--- config.mk ---
export PLATFORM = sky130hd
export DESIGN_NAME = kernel_int_receiver
export DESIGN_NICKNAME = d
export VERILOG_FILES = /design/src/rtl/kernel_int_receiver.sv
export SDC_FILE = /design/constraint.sdc
export NUM_CORES = 1
export LEC_CHECK = 0
export CORE_AREA = 4 4 41 43
export DETAILED_ROUTE_END_ITERATION = 8
export DIE_AREA = 0 0 45 47
export PLACE_DENSITY_LB_ADDON = 0.3
export SYNTH_ARGS = -nofsm -noshare
export SYNTH_HDL_FRONTEND = slang
export SYNTH_SLANG_ARGS = --single-unit
--- constraint.sdc ---
create_clock -name Clock -period 1.56 [get_ports Clock]
set_input_delay 0.312 -clock Clock [delete_from_list [all_inputs] [get_ports Clock]]
set_output_delay 0.312 -clock Clock [all_outputs]
set_load 0.005 [all_outputs]
--- src/rtl/kernel_int_receiver.sv ---
// kernel_int_receiver
//
// Purpose:
//   Core-side end of the external interrupt handshake. A one-cycle (IO-domain)
//   request pulse on K_IntReq, tagged by K_IntID, is synchronized into the
//   core clock domain and edge-detected. The captured request is held pending
//   until the pipeline takes it. Normal IRQs are masked by IntEnable; urgent
//   requests (URQ) are never masked. Taking a request toggles I_IntAck, which
//   the controller edge-detects to clear its status bit.
//
// Parameters:
//   SYNC_STAGES : flops in each input synchronizer chain (must be >= 2)
//
// Ports:
//   Clock       in   core clock
//   Reset       in   asynchronous active-low reset
//   K_IntReq    in   request pulse from controller (asynchronous to Clock)
//   K_IntID     in   request class: 0 = IRQ, 1 = URQ (stable around the pulse)
//   IntEnable   in   core interrupt enable; masks IRQ only
//   IntTaken    in   pipeline commits interrupt entry this cycle
//   IntPending  out  interrupt request to pipeline (combinational)
//   IntUrgent   out  class of the pending or last-taken request
//   I_IntAck    out  toggle acknowledge to controller
//   Busy        out  request captured and not yet acknowledged
//   OverrunClr  in   (KINT_OVERRUN_DETECT_EN only) pulse clears Overrun
//   Overrun     out  (KINT_OVERRUN_DETECT_EN only) sticky: request seen while busy
//
// Configuration macro:
//   KINT_OVERRUN_DETECT_EN - when defined, adds Overrun/OverrunClr. When
//   undefined, requests arriving outside IDLE are silently dropped.

module kernel_int_receiver #(
    parameter int unsigned SYNC_STAGES = 2
) (
    input  logic Clock,
    input  logic Reset,
    input  logic K_IntReq,
    input  logic K_IntID,
    input  logic IntEnable,
    input  logic IntTaken,
`ifdef KINT_OVERRUN_DETECT_EN
    input  logic OverrunClr,
    output logic Overrun,
`endif
    output logic IntPending,
    output logic IntUrgent,
    output logic I_IntAck,
    output logic Busy
);

    typedef enum logic [1:0] {
        StIdle    = 2'd0,
        StPending = 2'd1,
        StAck     = 2'd2
    } state_e;

    // ------------------------------------------------------------------
    // Input synchronizers. Both chains have equal length so the class bit
    // arrives at the last stage together with the request it belongs to.
    // ------------------------------------------------------------------
    logic [SYNC_STAGES-1:0] r_req_sync;
    logic [SYNC_STAGES-1:0] r_id_sync;
    logic                   r_req_sync_last;

    logic w_req_sync;
    logic w_id_sync;
    logic w_rise;

    always_ff @(posedge Clock or negedge Reset) begin
        if (!Reset) begin
            r_req_sync      <= '0;
            r_id_sync       <= '0;
            r_req_sync_last <= 1'b0;
        end else begin
            r_req_sync      <= {r_req_sync[SYNC_STAGES-2:0], K_IntReq};
            r_id_sync       <= {r_id_sync[SYNC_STAGES-2:0], K_IntID};
            r_req_sync_last <= r_req_sync[SYNC_STAGES-1];
        end
    end

    assign w_req_sync = r_req_sync[SYNC_STAGES-1];
    assign w_id_sync  = r_id_sync[SYNC_STAGES-1];
    // The pulse is seen high for several core cycles; only its leading edge
    // counts as a request.
    assign w_rise     = w_req_sync & ~r_req_sync_last;

    // ------------------------------------------------------------------
    // Handshake FSM
    // ------------------------------------------------------------------
    state_e r_state;
    state_e w_state_next;

    logic r_int_urgent;
    logic r_int_ack;
    logic r_busy;

    logic w_pending;
    logic w_take;
    logic w_capture;
    logic w_urgent_next;
    logic w_ack_next;
    logic w_busy_next;

    // State register
    always_ff @(posedge Clock or negedge Reset) begin
        if (!Reset) begin
            r_state <= StIdle;
        end else begin
            r_state <= w_state_next;
        end
    end

    // Next-state logic. A rise outside IDLE never changes state, which also
    // covers a rise coinciding with IntTaken: the take wins.
    always_comb begin
        w_state_next = r_state;
        unique case (r_state)
            StIdle: begin
                if (w_rise) begin
                    w_state_next = StPending;
                end
            end
            StPending: begin
                if (w_take) begin
                    w_state_next = StAck;
                end
            end
            StAck: begin
                w_state_next = StIdle;
            end
            default: begin
                w_state_next = StIdle;
            end
        endcase
    end

    // Output logic. IntPending is deliberately combinational so that an IRQ
    // held while masked is presented in the same cycle IntEnable rises.
    always_comb begin
        w_pending     = (r_state == StPending) & (r_int_urgent | IntEnable);
        // IntTaken is only meaningful while a request is actually presented.
        w_take        = w_pending & IntTaken;
        w_capture     = (r_state == StIdle) & w_rise;

        w_urgent_next = r_int_urgent;
        w_ack_next    = r_int_ack;
        w_busy_next   = r_busy;

        if (w_capture) begin
            w_urgent_next = w_id_sync;
            w_busy_next   = 1'b1;
        end
        if (w_take) begin
            w_ack_next = ~r_int_ack;
        end
        if (r_state == StAck) begin
            w_busy_next = 1'b0;
        end
    end

    // Registered outputs. IntUrgent keeps the last captured class after the
    // handshake completes so software can still read it.
    always_ff @(posedge Clock or negedge Reset) begin
        if (!Reset) begin
            r_int_urgent <= 1'b0;
            r_int_ack    <= 1'b0;
            r_busy       <= 1'b0;
        end else begin
            r_int_urgent <= w_urgent_next;
            r_int_ack    <= w_ack_next;
            r_busy       <= w_busy_next;
        end
    end

    assign IntPending = w_pending;
    assign IntUrgent  = r_int_urgent;
    assign I_IntAck   = r_int_ack;
    assign Busy       = r_busy;

`ifdef KINT_OVERRUN_DETECT_EN
    // ------------------------------------------------------------------
    // Overrun detection: a new request edge while a handshake is still in
    // progress means the controller broke protocol. Sticky until cleared;
    // a simultaneous set beats the clear so no event is lost.
    // ------------------------------------------------------------------
    logic r_overrun;
    logic w_overrun_set;

    assign w_overrun_set = w_rise & (r_state != StIdle);

    always_ff @(posedge Clock or negedge Reset) begin
        if (!Reset) begin
            r_overrun <= 1'b0;
        end else if (w_overrun_set) begin
            r_overrun <= 1'b1;
        end else if (OverrunClr) begin
            r_overrun <= 1'b0;
        end
    end

    assign Overrun = r_overrun;
`endif

endmodule
==> flow_summary_export.csv, run 1 <==
group,metric,value,unit
global_route,grt_use_total,8.09,%
place,port_buffers,9,
logic_synthesis,synthAdderAreaFrac,0,%
die,die_width,45,um
timing,setup_slack,0.0735,ns
detailed_routing,via_per_inst,4.21,
clock_tree,cts_buffers,3,
timing,fin_setup_tns,0,ns
logic_synthesis,seq_area_frac_synth,72.5,%
timing,hold_slack,0.344,ns
timing,max_freq,673,MHz
run_status,status,"complete, no violations",
timing,slew_violations,0,
final_layout,num-fill-cells,139,
place,dp_hpwl,473,um
timing,hold_viol_final,0,
final_layout,ff_latch_area,250,um^2
final_layout,nets,45,
global_route,grt_pass1_vias,275,
logic_synthesis,ys_ff_latch,10,
global_route,antenna_found_initial,0,
logic_synthesis,synth_mux_area_share,3.26,%
clock_tree,clk_latency,0.26,ns
clock_tree,clk_pin_slew_worst_paths,0.07,ns
global_route,gr-total-overflow,0,
worst_setup_path,critPathKind,"flop to output port",
worst_setup_path,cp_slowest_cell,"clkdlybuf4s50_1",
final_layout,multi_input_area,91.3,um^2
final_layout,layout.cells.non_filler,53,
final_layout,drive_gt1_share,26.3,%
clock_tree,cts_hold_buf,0,
timing,setup_viol,0,
power_and_ir_drop,p_leak,0.000224,uW
logic_synthesis,yosysWarnings,0,
global_route,grt_max_degree,11,
timing,period_share,95.3,%
die,start_util,26.5,%
power_and_ir_drop,total_power,877,uW
worst_setup_path,critPathArrivalTime,1.17,ns
worst_setup_path,cp_top_family,"buffers and inverters",
timing,worst_pin_slew,0.427,ns
clock_tree,cts_root_buffer,"clkbuf_4",
timing,rsz0062_at_grt,"no",
logic_synthesis,synth_top_family_by_area,"simple AND/OR/NAND/NOR gates",
final_layout,syn2layout_area_growth,44.9,%
worst_setup_path,cp_max_fo,3,
logic_synthesis,async_reset_ff_share,100,%
clock_tree,cts_tree,"yes",
worst_setup_path,start_kind,"flop",
global_route,grt_pass1_wl,1150,um
power_and_ir_drop,p_per_area,1750,nW/um^2
logic_synthesis,synthTopCellsByArea,"dfrtp_1 (72%), nor4b_4 (6.9%), mux2_2 (3.3%)",
die,die_area,2120,um^2
logic_synthesis,synth_compound_area_share,4.71,%
detailed_routing,wl_per_cell,11.8,um
die,ios,10,
worst_setup_path,end_kind,"output port",
die,die_h,47,um
clock_tree,cts_buffer_depth,2,
logic_synthesis,synth_area_leader_cell,"dfrtp_1",
logic_synthesis,ys.flop_type,"dfrtp_1",
die,core_area,1300,um^2
place,dp_cells,49,
logic_synthesis,yosys.area_share.simple,15.9,%
worst_setup_path,critPathRequiredTime,1.25,ns
timing,finalCriticalPeriod,1.49,ns
timing,relSlewSlack,71.5,%
worst_setup_path,crit_buf_inv,1,
detailed_routing,drtAntennaViolNets,0,
logic_synthesis,synth_commonest_cells,"dfrtp_1 (10), nor2_1 (3), nor3_1 (2)",
detailed_routing,drc,0,
worst_setup_path,crit_chain,"clkdlybuf4s50_1",
logic_synthesis,ys_types,11,
detailed_routing,routed_wl,623,um
logic_synthesis,synth_edf_count,0,
logic_synthesis,synth_xor_area_share,2.54,%
detailed_routing,drt-pass1-iter-count,2,
detailed_routing,detail_route.iter0.violations,1,
clock_tree,htree_levels,1,
detailed_routing,via_count,223,
logic_synthesis,syn_nets,29,
die,row_count,13,
logic_synthesis,synthCells,23,
logic_synthesis,yosysMostFrequentCell,"dfrtp_1",
place,gp_congestion,0.642,
logic_synthesis,synth_area,345,um^2
clock_tree,cts.sinks,10,
timing,fin_skew,0.00773,ns
power_and_ir_drop,irDropWorstVdd,813,uV
hold_path,hp-class,"flop to flop",
worst_setup_path,critical-path-max-stage-delay,0.52,ns
place,pre_cts_ws,-0.277,ns
logic_synthesis,syn_avg_cell_area,15.0,um^2
logic_synthesis,yosys.area.top_type_share,72.5,%
final_layout,diodes,0,
run,cap_violations,0,
[state kept, by name, summed over array words and instances, names as in the netlist]
signal and cells:
r_id_sync 2, r_req_sync 2, r_state 2, Busy 1, I_IntAck 1, IntUrgent 1, r_req_sync_last 1
[worst paths after layout]
path,startpoint,to,slack (ns),cells past startpoint
worst min-delay path,r_id_sync[0],r_id_sync[1],0.34,0
min in group asynchronous,Reset,r_id_sync[1],0.35,1
max in group asynchronous,Reset,r_id_sync[0],0.91,1
worst max-delay path,IntUrgent,IntUrgent,0.07,1
worst max register to register,r_state[1],IntUrgent,0.32,3
worst min register to register,r_id_sync[0],r_id_sync[1],0.34,0
[cell usage in the layout (no fill, tap or decap), types with 2 or more instances in the layout]
cell | synthesis | final
nor3_1 | 2 | 2
buf_4 | 0 | 2
clkbuf_4 | 0 | 3
nor2_1 | 3 | 3
dfrtp_1 | 10 | 10
clkdlybuf4s50_1 | 0 | 8
[metrics by stage]
stage / cell area, um^2 / util (%)
floorplan: 345 / -
global placement: 469 / 36.1
detailed placement: 469 / 36.1
CTS: 504 / 38.8
global route: 500 / 38.5
finish: 500 / 38.5
[cells by family (layout without fill, tap and decap cells)]
| family | Yosys count | after routing |
|---|---|---|
| XOR/XNOR | 1 | 1 |
| flip-flops | 10 | 10 |
| AO/OA/AOI/OAI | 2 | 2 |
| multiplexers | 1 | 1 |
| buffers and inverters | 1 | 16 |
| AND/OR/NAND/NOR | 8 | 8 |
[power by group]
group	total (uW)	switching [uW]	internal, uW	leakage [uW]
registers	377	51.3	326	0.000118
logic	270	108	162	0.0000846
clock network	229	87.6	142	0.0000210
[per-layer routing]
layer / vias up / global-route usage (%) / part of all wire, %
li1: 108 / - / -
met1: 106 / 7.09 / 41
met2: 9 / 13.0 / 46
met3: 0 / 5.36 / 13
met4: 0 / 6.43 / 0
met5: - / 0 / 0
[area by class of cell]
type / instances / share of cell area, %
Inverter: 1 / 0.750
Tap cell: 15 / 3.75
Clock buffer: 4 / 7.25
Sequential cell: 10 / 50.0
Multi-Input combinational cell: 12 / 18.3
Timing Repair Buffer: 11 / 20.0
[timing repair]
| item | in CTS | in global routing |
|---|---|---|
| setup endpoints to repair | 1 | 1 |
| endpoints found under the hold margin | 0 | 0 |
| buffers inserted | 0 | 0 |
| resized for setup | 1 | 2 |
(Power assumes the default switching activity.)
==> run 2, diff against run 1 <==
Settings changed: GPL_TIMING_DRIVEN set to 0.
==> run 2 against run 1 <==
Against the previous run: power down 1.6%; sequential cell count unchanged; sequential share of layout area down 0.62 points; clock power down 3%; fmax down 2.3%; core utilization up 0.48 points; register-to-register slack better by 0.10 ns; wire length down 17%; die area unchanged; worst hold slack about the same; non-clock buffer count down 2; critical path depth up 3; largest cell class unchanged.
==> flow_summary_export.csv, run 2 (synthesis results as in run 1) <==
group,metric,value,unit
final_layout,diodes,0,
die,start_util,26.5,%
worst_setup_path,critPathArrivalTime,1.21,ns
final_layout,layout.cells.non_filler,51,
hold_path,hold_end,"r_id_sync[1]",
place,dp_cells,47,
hold_path,min_path_cells,0,
timing,max_freq,657,MHz
final_layout,syn2layout_area_growth,46.7,%
worst_setup_path,crit_chain,"clkdlybuf4s50_1 -> nor2_4 -> nor3_2 -> clkdlybuf4s15_2",
clock_tree,cts_root_buffer,"clkbuf_4",
die,die_width,45,um
die,ios,10,
worst_setup_path,timing.rr.end,"IntUrgent",
timing,hold_viol_final,0,
power_and_ir_drop,switching_share,27.7,%
die,core_area,1300,um^2
clock_tree,htree_levels,1,
power_and_ir_drop,switchingPower,239,uW
clock_tree,cts_buffer_depth,2,
die,row_count,13,
worst_setup_path,cp_slowest_cell,"clkdlybuf4s50_1",
place,dp_hpwl,399,um
global_route,grt_max_degree,11,
detailed_routing,detail_route.iter0.violations,1,
clock_tree,cts_tree,"yes",
power_and_ir_drop,comb_power_share,29.4,%
power_and_ir_drop,clkPwrFrac,25.7,%
power_and_ir_drop,p_per_area,1700,nW/um^2
detailed_routing,wl_per_cell,10.1,um
detailed_routing,routed_wl,515,um
global_route,gr-total-overflow,0,
detailed_routing,via_count,208,
worst_setup_path,cp_max_fo,3,
worst_setup_path,critPathRequiredTime,1.25,ns
global_route,grt_pass1_wl,959,um
hold_path,hp-start,"r_id_sync[0]",
global_route,grt_use_total,6.63,%
power_and_ir_drop,seq_power_share,44.9,%
final_layout,top_regs,"r_id_sync (2), r_req_sync (2), r_state (2)",
power_and_ir_drop,p_leak,0.000225,uW
worst_setup_path,reg2reg_slack,0.42,ns
timing,fin_skew,0.00343,ns
timing,worst_pin_slew,0.416,ns
die,die_area,2120,um^2
power_and_ir_drop,power.internal,624,uW
place,gp_congestion,0.656,
worst_setup_path,start_kind,"input pin",
global_route,grt_pass1_vias,224,
timing,hold_slack,0.344,ns
timing,period_share,97.6,%
worst_setup_path,end_kind,"output port",
clock_tree,clk_pin_slew_worst_paths,0.06,ns
worst_setup_path,r2r_cells,3,
final_layout,drive_gt1_share,27.8,%
timing,setup_viol,0,
run_status,status,"complete, no violations",
hold_path,hp-class,"flop to flop",
global_route,antenna_found_initial,0,
timing,finalCriticalPeriod,1.52,ns
final_layout,nets,43,
worst_setup_path,critical-path-max-stage-delay,0.50,ns
clock_tree,cts_hold_buf,0,
clock_tree,cts.sinks,10,
timing,relSlewSlack,72.2,%
worst_setup_path,critPathKind,"input pin to output port",
clock_tree,clk_latency,0.25,ns
run,cap_violations,0,
timing,slew_violations,0,
final_layout,num-fill-cells,135,
final_layout,final_common_cell,"dfrtp_1",
worst_setup_path,rr_startpoint,"r_req_sync_last",
die,die_h,47,um
timing,rsz0062_at_grt,"no",
place,port_buffers,9,
detailed_routing,drtAntennaViolNets,0,
clock_tree,cts_buffers,3,
detailed_routing,via_per_inst,4.08,
detailed_routing,drc,0,
power_and_ir_drop,irDropWorstVdd,709,uV
detailed_routing,drt-pass1-iter-count,2,
final_layout,most-common-layout-cells,"dfrtp_1 (10), clkdlybuf4s50_1 (7), clkbuf_4 (3), nor2_1 (2)",
## run 2: cell count changes in the layout (fill, tap and decap cells not counted), sizes merged
| cell | previous run | this run |
|---|---|---|
| buf | 2 | 0 |
| clkbuf | 5 | 4 |
| clkdlybuf4s15 | 0 | 1 |
| clkdlybuf4s50 | 8 | 7 |
| dlymetal6s2s | 0 | 1 |
## run 2: power by group through the flow
stage | Combinational (uW) | Clock [uW] | Sequential, uW
6_report | 253 | 222 | 387
5_1_grt | 282 | 253 | 404
4_1_cts | 263 | 231 | 390
3_5_place_dp | 253 | 0 | 386
3_3_place_gp | 248 | 0 | 383
2_1_floorplan | 112 | 0 | 382
## run 2: worst max-delay path, delay by kind of cell
kind	cells	cell delay (ns)
buffers and inverters	2	0.72
and+or+nand+nor	2	0.17
## run 2: cell type report
type	count	area [um^2]	area share (%)
clock buffer	4	36.3	7.16
tap	15	18.8	3.70
inverter	1	3.75	0.741
multi-input combinational	12	104	20.5
timing repair buffer	9	93.8	18.5
sequential	10	250	49.4
## run 2: stage by stage
stage | util, % | setup TNS [ns] | instance area (um^2) | power (uW) | setup WS, ns
floorplan | - | 0 | 345 | 493 | 0.468
global placement | 34.9 | -0.252 | 454 | 631 | -0.252
detailed placement | 34.9 | -0.280 | 454 | 639 | -0.280
CTS | 38.8 | 0 | 504 | 885 | 0.0175
global route | 38.9 | 0 | 507 | 938 | 0.000874
finish | 38.9 | 0 | 507 | 863 | 0.0378
## run 2: timing repair
action                                  4_1_cts  5_1_grt
setup buffers                                 0        0
resized for setup                             6        1
endpoints found under the setup margin        1        1
## run 2: how the worst max path moves through the flow
stage | endpoint | start | slack (ns)
final | IntPending | IntEnable | 0.04
after global routing | IntPending | IntEnable | 0.0009
after CTS | IntUrgent | IntUrgent | 0.02
after detailed placement | IntPending | IntEnable | -0.28
after global placement | IntPending | IntEnable | -0.25
after floorplan | IntUrgent | r_req_sync_last | 0.47
## run 2: per-layer routing
| metal | vias to the layer above | wire [um] | GRT usage (%) |
|---|---|---|---|
| li1 | 105 | - | - |
| met1 | 94 | 232 | 7.29 |
| met2 | 9 | 220 | 9.32 |
| met3 | 0 | 63 | 4.98 |
| met4 | 0 | 0 | 3.51 |
| met5 | - | 0 | 0 |
==> patch 1: new RTL, settings of run 1 <==
Re-encode `state_e` (3 states) as one-hot, 3 bits wide.
--- a/src/rtl/kernel_int_receiver.sv
+++ b/src/rtl/kernel_int_receiver.sv
@@ -50,6 +50,6 @@
 
-    typedef enum logic [1:0] {
-        StIdle    = 2'd0,
-        StPending = 2'd1,
-        StAck     = 2'd2
+    typedef enum logic [2:0] {
+        StIdle    = 3'b001,
+        StPending = 3'b010,
+        StAck     = 3'b100
     } state_e;
Function: same outputs for any inputs over 10 cycles, from zero or initial values and one cycle with Reset low; not proved beyond that.
==> patch 1 against run 1 <==
Die area did not move; utilization rose by 4.2 points; synthesized area rose by 8.3%; sequential cell count is 1 higher; non-clock buffer count up 4; wire length is 4.3% higher; synthesized cell count rose by 8.7%; fmax is 3.3% lower; worst hold slack gained 6.3 ps; cell area is 11% higher; setup slack worse by 51 ps; largest cell class unchanged.
Power is not compared: it rests on default switching activity, and its combinational part moved more than twofold at a synthesized area within 25%.
==> patch 1: results (changes against run 1) <==
* Placed inst area at 528 µm² (+13%)
* Critical path's top delay family: simple AND/OR/NAND/NOR gates
* Final clock-cell share at 4.73% (-2.5 points)
* R2r setup slk at 150 ps (-170 ps)
* DRT iter0 DRCs at 2 (+1)
* Area added between synthesis and finish at 48.5%
* Status: finished clean
* Non-clk buf share at 23.4% (+3.4 points)
* Clk_skew at 1.37 ps (-6.36 ps)
* Synth top cells by count: 10 x dfrtp_1, 4 x nor2_1, 2 x nand2_1
* M1 GR Usage at 10.3% (+3.2 points)
* Met3 Resource Use GR at 3.45% (-1.9 points)
* Synth cell types at 12 (+1)
* Layout cells sized above 1 at 34.1% (+7.8 points)
* # nets final at 51 (+13%)
* Largest net degree at the start of global routing at 12 (+1)
* Placed Cells at 55 (+12%)
* Max_slew headroom at 69.5% (-2.0 points)
* Repair and plain buffers at 15 (+4)
* WP data arrival at 1230 ps (+60 ps)
* Most area-consuming cells after synthesis: dfrtp_1 67%, dfstp_2 7.0%, nor3b_4 5.0%
* CP max stage delay at 390 ps (-130 ps)
* Synth Area in XOR/XNOR at 2.34% (-0.20 points)
* Post-synthesis sequential area ratio at 73.9% (+1.4 points)
* Pre-antenna DRT Iters at 4 (+2)
* Worst-path maximum fanout at 2 (-1)
* Non-Filler Instances at 59 (+11%)
* Routability cong. at 0.683 (+6.4%)
* Wire length per cell at 11.0 µm (-6.3%)
* Post-synthesis mux area share at 3.01% (-0.25 points)
* R2R cell count at 4 (+1)
* Total GRT Usage at 8.59% (+0.51 points)
* Setup WS pre-CTS at -184 ps (+92.8 ps)
* Number of global-route vias before repair at 258 (-6.2%)
* Max Fclk at 650 MHz (-3.3%)
* Slowest stage cell, crit path: or3b_4
* Synth Area in Compound Gates at 4.01% (-0.70 points)
* Fraction of area in multi-input gates at 18.0% (-0.23 points)
* Setup crit start: r_state[0]$_DFFE_PN1P_
* Final HPWL from detailed placement at 508 µm (+7.3%)
* First-pass GRT wire length at 1.18 mm (+2.3%)
* Total number of vias at 249 (+12%)
* # fillers at 131 (-5.8%)
## patch 1: worst min-delay path by stage
| stage | from | end | slack [ps] | depth (start not counted) |
|---|---|---|---|---|
| after global placement | r_req_sync[0]$_DFF_PN0_ | r_req_sync[1]$_DFF_PN0_ | 330 | 0 |
| after floorplan | Reset | Busy$_DFFE_PN0P_ | 20 | 0 |
| after CTS | r_req_sync[0]$_DFF_PN0_ | r_req_sync[1]$_DFF_PN0_ | 350 | 0 |
| after detailed placement | r_req_sync[0]$_DFF_PN0_ | r_req_sync[1]$_DFF_PN0_ | 340 | 0 |
| final | r_req_sync[0]$_DFF_PN0_ | r_req_sync[1]$_DFF_PN0_ | 350 | 0 |
| after global routing | r_req_sync[0]$_DFF_PN0_ | r_req_sync[1]$_DFF_PN0_ | 350 | 0 |
## patch 1: power by group
part           leakage, µW  internal [µW]  switching (µW)
sequential        0.000129            322            18.2
combinational     0.000115           86.2            43.4
clock            0.0000150           98.7            89.3
==> patch 2: new RTL, settings of run 1 <==
Without the edit above. `SYNC_STAGES`: 2 -> 4. Comments in the files are not updated.
--- a/src/rtl/kernel_int_receiver.sv
+++ b/src/rtl/kernel_int_receiver.sv
@@ -32,3 +32,3 @@
 module kernel_int_receiver #(
-    parameter int unsigned SYNC_STAGES = 2
+    parameter int unsigned SYNC_STAGES = 4
 ) (
Check against the original RTL: not equivalent (a bounded check fails within 4 cycles, from zero or initial values and one cycle with Reset low).
==> patch 2 against run 1 <==
Sequential cell count is 4 higher; synthesized area rose by 27%; power is 15% higher; setup slack better by 28 ps; wire length is 7.9% higher; cell area up 21%; utilization rose by 8.1 points; worst hold slack got worse by 4.8 ps; via count is 6.7% higher; highest routed layer unchanged.
==> patch 2: results (changes against run 1) <==
* Synth top cells by count: 14 x dfrtp_1, 2 x nor2_1, 2 x nor3_1
* Ant. Diodes at 0 (unchanged)
* Syn nets at 31 (+6.9%)
* Met3 Resource Use GR at 2.30% (-3.1 points)
* Setup crit start: IntUrgent$_DFFE_PN0P_
* Slew @ Worst Pin at 293 ps (-134 ps)
* Area added between synthesis and finish at 38.3%
* Clk_skew at 2.36 ps (-5.37 ps)
* Synth cell types at 10 (-1)
* Status: finished clean
* Top FF cell, synth: dfrtp_1
* Worst-path maximum fanout at 3 (unchanged)
* M1 GR Usage at 7.02% (-0.070 points)
* Leak at 0.000272 µW (+21%)
* CP max stage delay at 510 ps
* Initial antenna violation count at 0 (unchanged)
* Overall routed net length at 672 µm (+7.9%)
* Htree depth at 1 (unchanged)
* Total number of vias at 238 (+6.7%)
* Most area-consuming cells after synthesis: dfrtp_1 80%, nor4b_4 5.4%, mux2_2 2.6%
* Slowest stage cell, crit path: clkdlybuf4s50_1
* Syn. warnings at 0 (unchanged)
* # fillers at 132 (-5.0%)
* Total GRT Usage at 7.99% (-0.096 points)
* Routability cong. at 0.728 (+13%)
* WP data arrival at 1150 ps (-20 ps)
* Post-synthesis sequential area ratio at 80.0% (+7.5 points)
* # nets final at 48 (+6.7%)
* Largest net degree at the start of global routing at 15 (+4)
* Setup WS pre-CTS at -251 ps (+26.0 ps)
* Final HPWL from detailed placement at 531 µm (+12%)
* Critical path's top delay family: buffers and inverters
* Regs by FF count: r_id_sync: 4 flops, r_req_sync: 4 flops, r_state: 2 flops
* Num CTS Buffers at 3 (unchanged)
* M2 GR Usage at 13.8% (+0.85 points)
* Skew-Pair Late Insertion Delay at 270 ps
* First-pass GRT wire length at 1.08 mm (-6.6%)
* CTS clk-pin slew, worst paths at 80 ps
* Async SR Flop Fraction at 100% (unchanged)
* Clk buf depth at 2 (unchanged)
* HP Class: primary input to asynchronous set/reset pin
* Number of global-route vias before repair at 262 (-4.7%)
* PortBufs at 9 (unchanged)
* Max VDD drop at 0.000538 V (-34%)
* Placed inst area at 569 µm² (+21%)
* Layout cells sized above 1 at 29.3% (+3.0 points)
* CTS Root Cell: clkbuf_4
* DRT iter0 DRCs at 1 (unchanged)
## patch 2: cell count changes after synthesis, sizes merged
cell / run 1 / this run
dfrtp: 10 / 14
nor2: 3 / 2
nand2: 1 / 0
## patch 2: worst reg2reg max path, delay by kind of cell (launching register included)
kind | cells | cell delay (ps)
flops | 1 | 390
mux | 1 | 350
simple gates | 1 | 190
buf+inv | 1 | 160
## patch 2: final timing paths
check | cells past startpoint | slack (ps) | endpoint
max | 1 | 100 | IntUrgent
min | 2 | 340 | r_req_sync[1]$_DFF_PN0_
max reg2reg | 3 | 360 | IntUrgent$_DFFE_PN0P_
min reg2reg | 0 | 350 | r_req_sync[2]$_DFF_PN0_
max in group asynchronous | 2 | 1060 | r_state[0]$_DFFE_PN0P_
min in group Clock | 0 | 350 | r_req_sync[2]$_DFF_PN0_
## patch 2: area by class of cell
| type | instances | share of cell area [%] |
|---|---|---|
| Sequential cell | 14 | 57.9 |
| Timing Repair Buffer | 12 | 17.8 |
| Multi-Input combinational cell | 10 | 14.7 |
| Clock buffer | 4 | 5.99 |
| Tap cell | 15 | 3.10 |
| Inverter | 1 | 0.620 |
## patch 2: cells by family (layout without fill, tap and decap cells)
family | Yosys count | in the layout | share of synthesized area (%)
AOI/OAI and AO/OA | 2 | 2 | 3.72
xor gates and xnor gates | 1 | 1 | 2.00
buffers and inverters | 1 | 17 | 0.856
DFF | 14 | 14 | 80.0
muxes | 1 | 1 | 2.57
and+or+nand+nor | 6 | 6 | 10.9
## patch 2: timing repair
item                                   CTS  global route
setup endpoints to repair                1             1
gates cloned                             0             0
pin swaps                                0             1
gates resized for setup                  1             3
endpoints found under the hold margin    0             0
## patch 2: power breakdown
group | internal (µW) | switching [µW] | total, µW
clock network | 142 | 101 | 243
registers | 435 | 47.1 | 482
logic | 166 | 114 | 280
## patch 2: per-stage QoR
step	power (µW)	hold WS [ps]	cells
6_report	1000	339	56
5_1_grt	1060	345	56
4_1_cts	1020	332	56
3_5_place_dp	779	339	52
3_3_place_gp	755	334	52
2_1_floorplan	599	16.4	25
## patch 2: metal layers
layer  routed length, µm  up-vias
met5                   0        -
met4                   0        0
met3                  55        0
met1                 240      115
li1                    -      115
met2                 376        8
